===== src/rtl/instr_queue.sv =====
// -----------------------------------------------------------------------------
// instr_queue
//   Dual-issue instruction FIFO sitting between fetch and decode. Fetch may
//   push up to two words per cycle and decode may pop up to two. Each word is
//   predecoded as it enters so that the word following any branch/jump is
//   tagged as a delay-slot instruction, even when the pair straddles cycles.
//   A flush drops every entry together with that cycle's push and pop.
//
// Ports
//   clk, reset              clock; synchronous active-high reset
//   flush                   clear all entries, ignore this cycle's push/pop
//   in_valid[1:0]           push mask (00, 01, 11); slot 0 is older
//   in_instr0/1, in_pc0/1   pushed instruction words and their PCs
//   in_adel0/1              fetch address-error flag per pushed word
//   in_ready                at least two free entries
//   out_valid[1:0]          [0]: one or more entries, [1]: two or more
//   out_instr0/1, out_pc0/1 head / head+1 entry, zero when not valid
//   out_delay0/1            delay-slot flag of head / head+1, zero when not valid
//   out_adel0/1             address-error flag of head / head+1, zero when not valid
//   out_pop[1:0]            pop mask (00, 01, 11)
//   count                   occupancy
//
// Handshake: a push is taken on a posedge when in_ready=1 and in_valid is 01
// or 11; in_ready depends only on the registered count, so a pop in the same
// cycle never frees room for that cycle's push. A pop is taken when out_pop is
// 01 with out_valid[0]=1 or 11 with out_valid[1]=1; any other nonzero mask is
// ignored. Pushed words become visible on out_* the cycle after the push.
// -----------------------------------------------------------------------------
module instr_queue #(
    parameter int DEPTH = 8
) (
    input  logic                       clk,
    input  logic                       reset,
    input  logic                       flush,
    input  logic [1:0]                 in_valid,
    input  logic [31:0]                in_instr0,
    input  logic [31:0]                in_instr1,
    input  logic [31:0]                in_pc0,
    input  logic [31:0]                in_pc1,
    input  logic                       in_adel0,
    input  logic                       in_adel1,
    output logic                       in_ready,
    output logic [1:0]                 out_valid,
    output logic [31:0]                out_instr0,
    output logic [31:0]                out_instr1,
    output logic [31:0]                out_pc0,
    output logic [31:0]                out_pc1,
    output logic                       out_delay0,
    output logic                       out_delay1,
    output logic                       out_adel0,
    output logic                       out_adel1,
    input  logic [1:0]                 out_pop,
    output logic [$clog2(DEPTH):0]     count
);

    localparam int AW = $clog2(DEPTH);
    localparam int CW = AW + 1;

    // Entry storage. Contents are only observed through valid-gated outputs,
    // so the array needs no reset.
    logic [31:0]   r_instr [DEPTH];
    logic [31:0]   r_pc    [DEPTH];
    logic          r_adel  [DEPTH];
    logic          r_delay [DEPTH];

    logic [AW-1:0] r_head;
    logic [AW-1:0] r_tail;
    logic [CW-1:0] r_count;
    // Branch status of the youngest word pushed so far; carries the
    // delay-slot marking across cycle boundaries and idle cycles.
    logic          r_last_br;

    logic [CW-1:0] w_free;
    logic [CW-1:0] w_push_n;
    logic [CW-1:0] w_pop_n;
    logic [AW-1:0] w_tail1;
    logic [AW-1:0] w_head1;
    logic          w_br0;
    logic          w_br1;

    // Branch/jump predecode on opcode and, for SPECIAL, the function field.
    function automatic logic is_branch(input logic [5:0] op, input logic [5:0] funct);
        logic br;
        br = 1'b0;
        case (op)
            6'b000100, 6'b000101, 6'b000001, 6'b000111,
            6'b000110, 6'b000010, 6'b000011: br = 1'b1;
            6'b000000: br = (funct == 6'b001000) || (funct == 6'b001001);
            default:   br = 1'b0;
        endcase
        return br;
    endfunction

    // A word that faulted on fetch is never treated as a branch.
    assign w_br0 = !in_adel0 && is_branch(in_instr0[31:26], in_instr0[5:0]);
    assign w_br1 = !in_adel1 && is_branch(in_instr1[31:26], in_instr1[5:0]);

    assign w_free   = CW'(DEPTH) - r_count;
    assign in_ready = (w_free >= CW'(2));

    always_comb begin
        w_push_n = '0;
        if (in_ready) begin
            if (in_valid == 2'b01)      w_push_n = CW'(1);
            else if (in_valid == 2'b11) w_push_n = CW'(2);
        end
    end

    always_comb begin
        w_pop_n = '0;
        if (out_pop == 2'b01 && r_count >= CW'(1))      w_pop_n = CW'(1);
        else if (out_pop == 2'b11 && r_count >= CW'(2)) w_pop_n = CW'(2);
    end

    // Pointers are AW bits wide, so +1 wraps modulo DEPTH.
    assign w_tail1 = r_tail + AW'(1);
    assign w_head1 = r_head + AW'(1);

    always_ff @(posedge clk) begin
        if (reset || flush) begin
            r_head    <= '0;
            r_tail    <= '0;
            r_count   <= '0;
            r_last_br <= 1'b0;
        end else begin
            r_head  <= r_head + AW'(w_pop_n);
            r_tail  <= r_tail + AW'(w_push_n);
            r_count <= r_count + w_push_n - w_pop_n;
            if (w_push_n == CW'(2))      r_last_br <= w_br1;
            else if (w_push_n == CW'(1)) r_last_br <= w_br0;
        end
    end

    always_ff @(posedge clk) begin
        if (!reset && !flush && w_push_n != '0) begin
            r_instr[r_tail] <= in_instr0;
            r_pc[r_tail]    <= in_pc0;
            r_adel[r_tail]  <= in_adel0;
            r_delay[r_tail] <= r_last_br;
            if (w_push_n == CW'(2)) begin
                r_instr[w_tail1] <= in_instr1;
                r_pc[w_tail1]    <= in_pc1;
                r_adel[w_tail1]  <= in_adel1;
                r_delay[w_tail1] <= w_br0;
            end
        end
    end

    assign count        = r_count;
    assign out_valid[0] = (r_count >= CW'(1));
    assign out_valid[1] = (r_count >= CW'(2));

    assign out_instr0 = out_valid[0] ? r_instr[r_head]  : 32'd0;
    assign out_pc0    = out_valid[0] ? r_pc[r_head]     : 32'd0;
    assign out_delay0 = out_valid[0] ? r_delay[r_head]  : 1'b0;
    assign out_adel0  = out_valid[0] ? r_adel[r_head]   : 1'b0;
    assign out_instr1 = out_valid[1] ? r_instr[w_head1] : 32'd0;
    assign out_pc1    = out_valid[1] ? r_pc[w_head1]    : 32'd0;
    assign out_delay1 = out_valid[1] ? r_delay[w_head1] : 1'b0;
    assign out_adel1  = out_valid[1] ? r_adel[w_head1]  : 1'b0;

endmodule


===== config.mk =====
export PLATFORM = sky130hd
export DESIGN_NAME = instr_queue
export DESIGN_NICKNAME = d
export VERILOG_FILES = /design/src/rtl/instr_queue.sv
export SDC_FILE = /design/constraint.sdc
export NUM_CORES = 1
export LEC_CHECK = 0
export ABC_AREA = 1
export BUFFER_PORTS_ARGS = -buffer_cell sky130_fd_sc_hd__buf_2
export CAP_MARGIN = 30
export CORE_MARGIN = 4
export CORE_UTILIZATION = 25
export CTS_CLUSTER_SIZE = 8
export DETAILED_ROUTE_END_ITERATION = 6
export PLACE_DENSITY_LB_ADDON = 0.3
export REMOVE_ABC_BUFFERS = 1
export SKIP_CTS_REPAIR_TIMING = 1
export SLEW_MARGIN = 20
export SYNTH_ARGS = -nofsm -noshare
export SYNTH_HDL_FRONTEND = slang
export SYNTH_SLANG_ARGS = --single-unit

===== constraint.sdc =====
create_clock -name clk -period 6.5 [get_ports clk]
set_clock_uncertainty 0.15 [all_clocks]
set_input_delay 0.975 -clock clk [delete_from_list [all_inputs] [get_ports clk]]
set_output_delay 0.975 -clock clk [all_outputs]
set_load 0.03 [all_outputs]

[After elaboration in Yosys (flattened, before gate mapping)]
Memory sizes are Yosys's and may differ from the RTL's. A register that Yosys moved wholly into a read port is not among the register bits.
Index checks and enable logic that the tools add are counted.
Storage, ports and cells
  bits in registers: 11
  bits in writable memories: 528
  bits of input ports: 137
  memories kept: 4
Memories
  r_instr: depth 8, bits a word 32, rd ports 2, clocked after Yosys merged registers in 1, wr ports 2, line 61  | logic [31:0] r_instr [DEPTH];
  r_pc: depth 8, bits a word 32, rd ports 2, clocked after Yosys merged registers in 1, wr ports 2, line 62  | logic [31:0] r_pc [DEPTH];
  r_adel: depth 8, bits a word 1, rd ports 2, clocked after Yosys merged registers in 1, wr ports 2, line 63  | logic r_adel [DEPTH];
  r_delay: depth 8, bits a word 1, rd ports 2, clocked after Yosys merged registers in 1, wr ports 2, line 64  | logic r_delay [DEPTH];
Cells by class
  add/subtract/negate cells: 7
  order comparisons: 3
  equality and inequality tests: 24
  multiplexer cells: 26
  reductions and logical operators: 19
Operator list (number)
  $mux 32: 4
  $eq 6x3->1 const B: 8
  $eq 6x2->1 const B: 4
  $eq 6x4->1 const B: 4
  $reduce_or 7->1: 2
  $eq 6x1->1 const B: 2
  $logic_not 6->1: 2
  $mux 3: 4
  $mux 1: 11
  $mux 2: 5
  $ge 4x2->1 const B: 2
  $add 3x1->3 const B: 2
  $add 3x3->3: 2
  $logic_and 1x1->1: 6
  $add 4x4->4: 1
  $eq 2x1->1 const B: 2
  $eq 2x2->1 const B: 2
  $eq 4x1->1 const B: 1
  $eq 4x2->1 const B: 1
  $ge 4x1->1 const B: 1
  $logic_not 1->1: 4
  $pmux 1 s2: 2
  $reduce_bool 4->1: 1
  $sub 4x4->4: 1
  other kinds (3): 5

[Depth between registers and ports, before layout]
  depth in word-level cells: 8
  gate-level depth with buffers: 17

[Worst setup path after synthesis]
OpenSTA, ideal clock, no wires.
  kind: reg-to-reg
  start point: register r_count[1], in the netlist count[1]
  end point: memory r_adel[0] (enable)
  arrival: 6.624 ns
  data required time: 5.769 ns
  setup slack: -0.855 ns
  cell stages (with the launch flop): 13
  buffers on the path: 0
  clock period less this slack: 7.355 ns
  cells stage by stage: dfxtp_1 inv_1 ha_1 nor2_1 nor2_1 o21ai_0 nor2_1 nor2_1 nand2_1 ha_1 nor2_1 nand3_1 o21ai_0
RTL lines
  start, declared: line 68  | logic [CW-1:0] r_count;
  start signal, assigned: line 128  | r_count <= r_count + w_push_n - w_pop_n;
  end, declared: line 63

[Worst setup path after layout]
  start point: register r_head[1]
  end point: output out_instr1[2]
Between the ends
  word-level cells in the longest chain between the ends: 3
Ends and longest elaborated chain
  start, declared: line 66  | logic [AW-1:0] r_head;
  start signal, assigned: line 126  | r_head <= r_head + AW'(w_pop_n);
  $add 3x1->3: line 117  | assign w_head1 = r_head + AW'(1);
  $mem_v2 8x32
  $mux 32: line 157  | assign out_instr1 = out_valid[1] ? r_instr[w_head1] : 32'd0;
  end, declared: line 45  | output logic [31:0] out_instr1,
Every way passes these cells.

==> run metrics <==
status=complete, no violations; Worst slew margin=0.291; DR vias=between 20000 and 30000; P_int=7.35 mW; Via density=4.88; Yosys Warn Count=0; Hold WC Path Type=register to register; Gate power share=0.388; CTS tree=yes; Most common cell on crit path=o21ai_0; first-pass GRT wire length=180000 um; clock power share=0.299; Placed Area=35200 um2; largest fanout on the critical path=48; Skew-Pair Late Insertion Delay=0.64 ns; # clock sinks=roughly 540; Final HPWL DP=72700 um; grt met2 use=0.286; wire length per cell=20.3 um; RSZ-0062 raised after global routing=false; Pleak=13.6 nW; row cnt=132; CTS HTree Levels=3; fin crit share=0.785; Die Y=370 um; crit path time final=5.10 ns; DRT antenna net count=0; root buffer cell=clkbuf_16; worst-margin pin slew=1.06 ns; M1 GR Usage=0.237; commonest non-fill, non-tap cell in the layout=nand2_1; sequential share of power=0.313; met3 Usage GRT=0.0293; initial antenna violation count=22; Sw Ratio=0.421; dpl ws=roughly 1.9 ns; slowest stage cell on the critical path=dfxtp_4; max-slew violation count=0; hold_ws=between 0.4 and 0.5 ns; most frequent cells in the layout=nand2_1, o21ai_0, nor2_1; Pwr Density=about 340 nW/um2; crit-path leading delay family=buffers and inverters; CTS Buffer Depth=3; gr usage total=0.175; final wirelength=123000 um; largest net degree at the start of global routing=~250; Final WS setup=1.40 ns; number of global-route vias before repair=27716; Initial Util=0.252; Net Sw Power=5.35 mW; Buffers on Ports=275; distinct cell type count after synthesis=32; Crit. End Element=output port; setup tns final=0 ns; post-route cell area=37500 um2; Critical Path RT=5.37 ns; #FFs+latches synth=539; max-cap viol count=0; Overall Power=roughly 13 mW; # DRC=0; nets=~4400; layout cells sized above 1=0.109; CP Cell Sequence=ha_4, buf_4, o21ai_0, o21ai_0, o21ai_0, nor2_1, buf_2; CP Class=register to output port; Synth Cell Area=32700 um2; first drt pass iteration count=6; IO Count=276; Final setup viols=0; Final Hold Viols=0; Die Width=370 um; VDD IR max=261 uV; Congestion Overflow GR=0; DR iter-0 viols=2929; slowest stage delay, CP=between 0.8 and 0.9 ns; FMAX=196 MHz; post-synthesis sequential area ratio=0.491; global placement routability congestion=0.793; Layout area overhead=14.7%; WP buf/inv=2; crit path DAT=3.97 ns; area of the die=137000 um2; CP Launch Type=register; core box area=130000 um2; syn_area_per_cell=roughly 7.7 um2; Mapped Cells=4254; busiest layer in global routing=met2; Worst-path clk slew=around 0.05 ns; total CTS buffers=79
## cell type report
class / instances / area, um2
Clock inverter: 8 / 65.1
Multi-Input combinational cell: 3156 / 14200
Fill cell: 13811 / 92300
Tap cell: 1742 / 2180
Antenna cell: 9 / 22.5
Inverter: 172 / 663
Clock buffer: 101 / 2110
Timing Repair Buffer: 343 / 2180
Sequential cell: 539 / 16100
## per-layer routing
metal	up-vias	wire length (um)
li1	14421	-
met2	1054	56700
met5	-	109
met3	173	8740
met1	13957	55000
met4	18	2830
## cells in the mapped netlist
| cell type | n | area, um2 |
|---|---|---|
| a21oi_1 | 199 | 996 |
| a31oi_1 | 1 | 6.26 |
| and2_1 | 1 | 6.26 |
| buf_1 | 18 | 67.6 |
| buf_2 | 154 | 771 |
| buf_4 | 17 | 128 |
| buf_6 | 24 | 270 |
| clkbuf_1 | 166 | 623 |
| clkbuf_2 | 8 | 40.0 |
| dfxtp_1 | 11 | 220 |
| edfxtp_1 | 528 | 15900 |
| fa_1 | 4 | 80.1 |
| ha_1 | 16 | 200 |
| inv_1 | 166 | 623 |
| inv_2 | 6 | 22.5 |
| nand2_1 | 1077 | 4040 |
| nand2_2 | 3 | 18.8 |
| nand2_4 | 2 | 22.5 |
| nand3_1 | 142 | 711 |
| nand4_1 | 1 | 6.26 |
| nor2_1 | 620 | 2330 |
| nor2_2 | 2 | 12.5 |
| nor2_4 | 8 | 90.1 |
| nor3_1 | 7 | 35.0 |
| nor3_4 | 1 | 16.3 |
| o211ai_1 | 66 | 495 |
| o21ai_0 | 847 | 4240 |
| o21ai_1 | 154 | 771 |
| or2_1 | 1 | 6.26 |
| xnor2_1 | 1 | 8.76 |
| xnor2_2 | 1 | 16.3 |
| xor2_1 | 2 | 17.5 |
## worst paths after layout
path                  start        endpoint  slack, ns  cells after the start
hold reg to reg   r_tail[2]       r_tail[2]       0.45                      2
setup / recovery  r_head[1]   out_instr1[2]       1.40                      7
setup reg to reg   count[1]  r_instr[7][29]       2.12                     15
hold / removal    r_tail[2]       r_tail[2]       0.45                      2
## power groups by stage
stage	clock [mW]	combinational [mW]	sequential (mW)
4_1_cts	3.88	5.00	3.98
6_report	3.79	4.93	3.98
3_3_place_gp	0	4.97	4.04
5_1_grt	4.01	5.35	3.98
2_1_floorplan	0	2.98	4.14
3_5_place_dp	0	4.99	4.05
## per-stage QoR
stage / util / cells
after floorplan: - / 3867
after global placement: 0.270 / 5942
after detailed placement: 0.271 / 5946
after CTS: 0.288 / 6055
after global routing: 0.289 / 6065
final: 0.289 / 6070
## worst min-delay path, cell delays in order (launching register included)
cell     delay [ns]
dfxtp_1        0.36
xnor2_1        0.16
nor2_1         0.04
## kinds of logic after synthesis
group,count (synthesis),synth area share
AND/OR/NAND/NOR,1865,0.223
adder cells (fa/ha/maj),20,0.00856
flip-flops,539,0.491
XOR/XNOR,4,0.00130
AO/OA/AOI/OAI,1267,0.199
buffers and inverters,559,0.0777
## flip-flops by register name, summed over array words and instances, names as in the netlist
register	count
r_pc	256
count	4
r_delay	8
r_instr	256
r_head	3
r_last_br	1
r_tail	3
r_adel	8
Power figures use the tool's default switching activity.
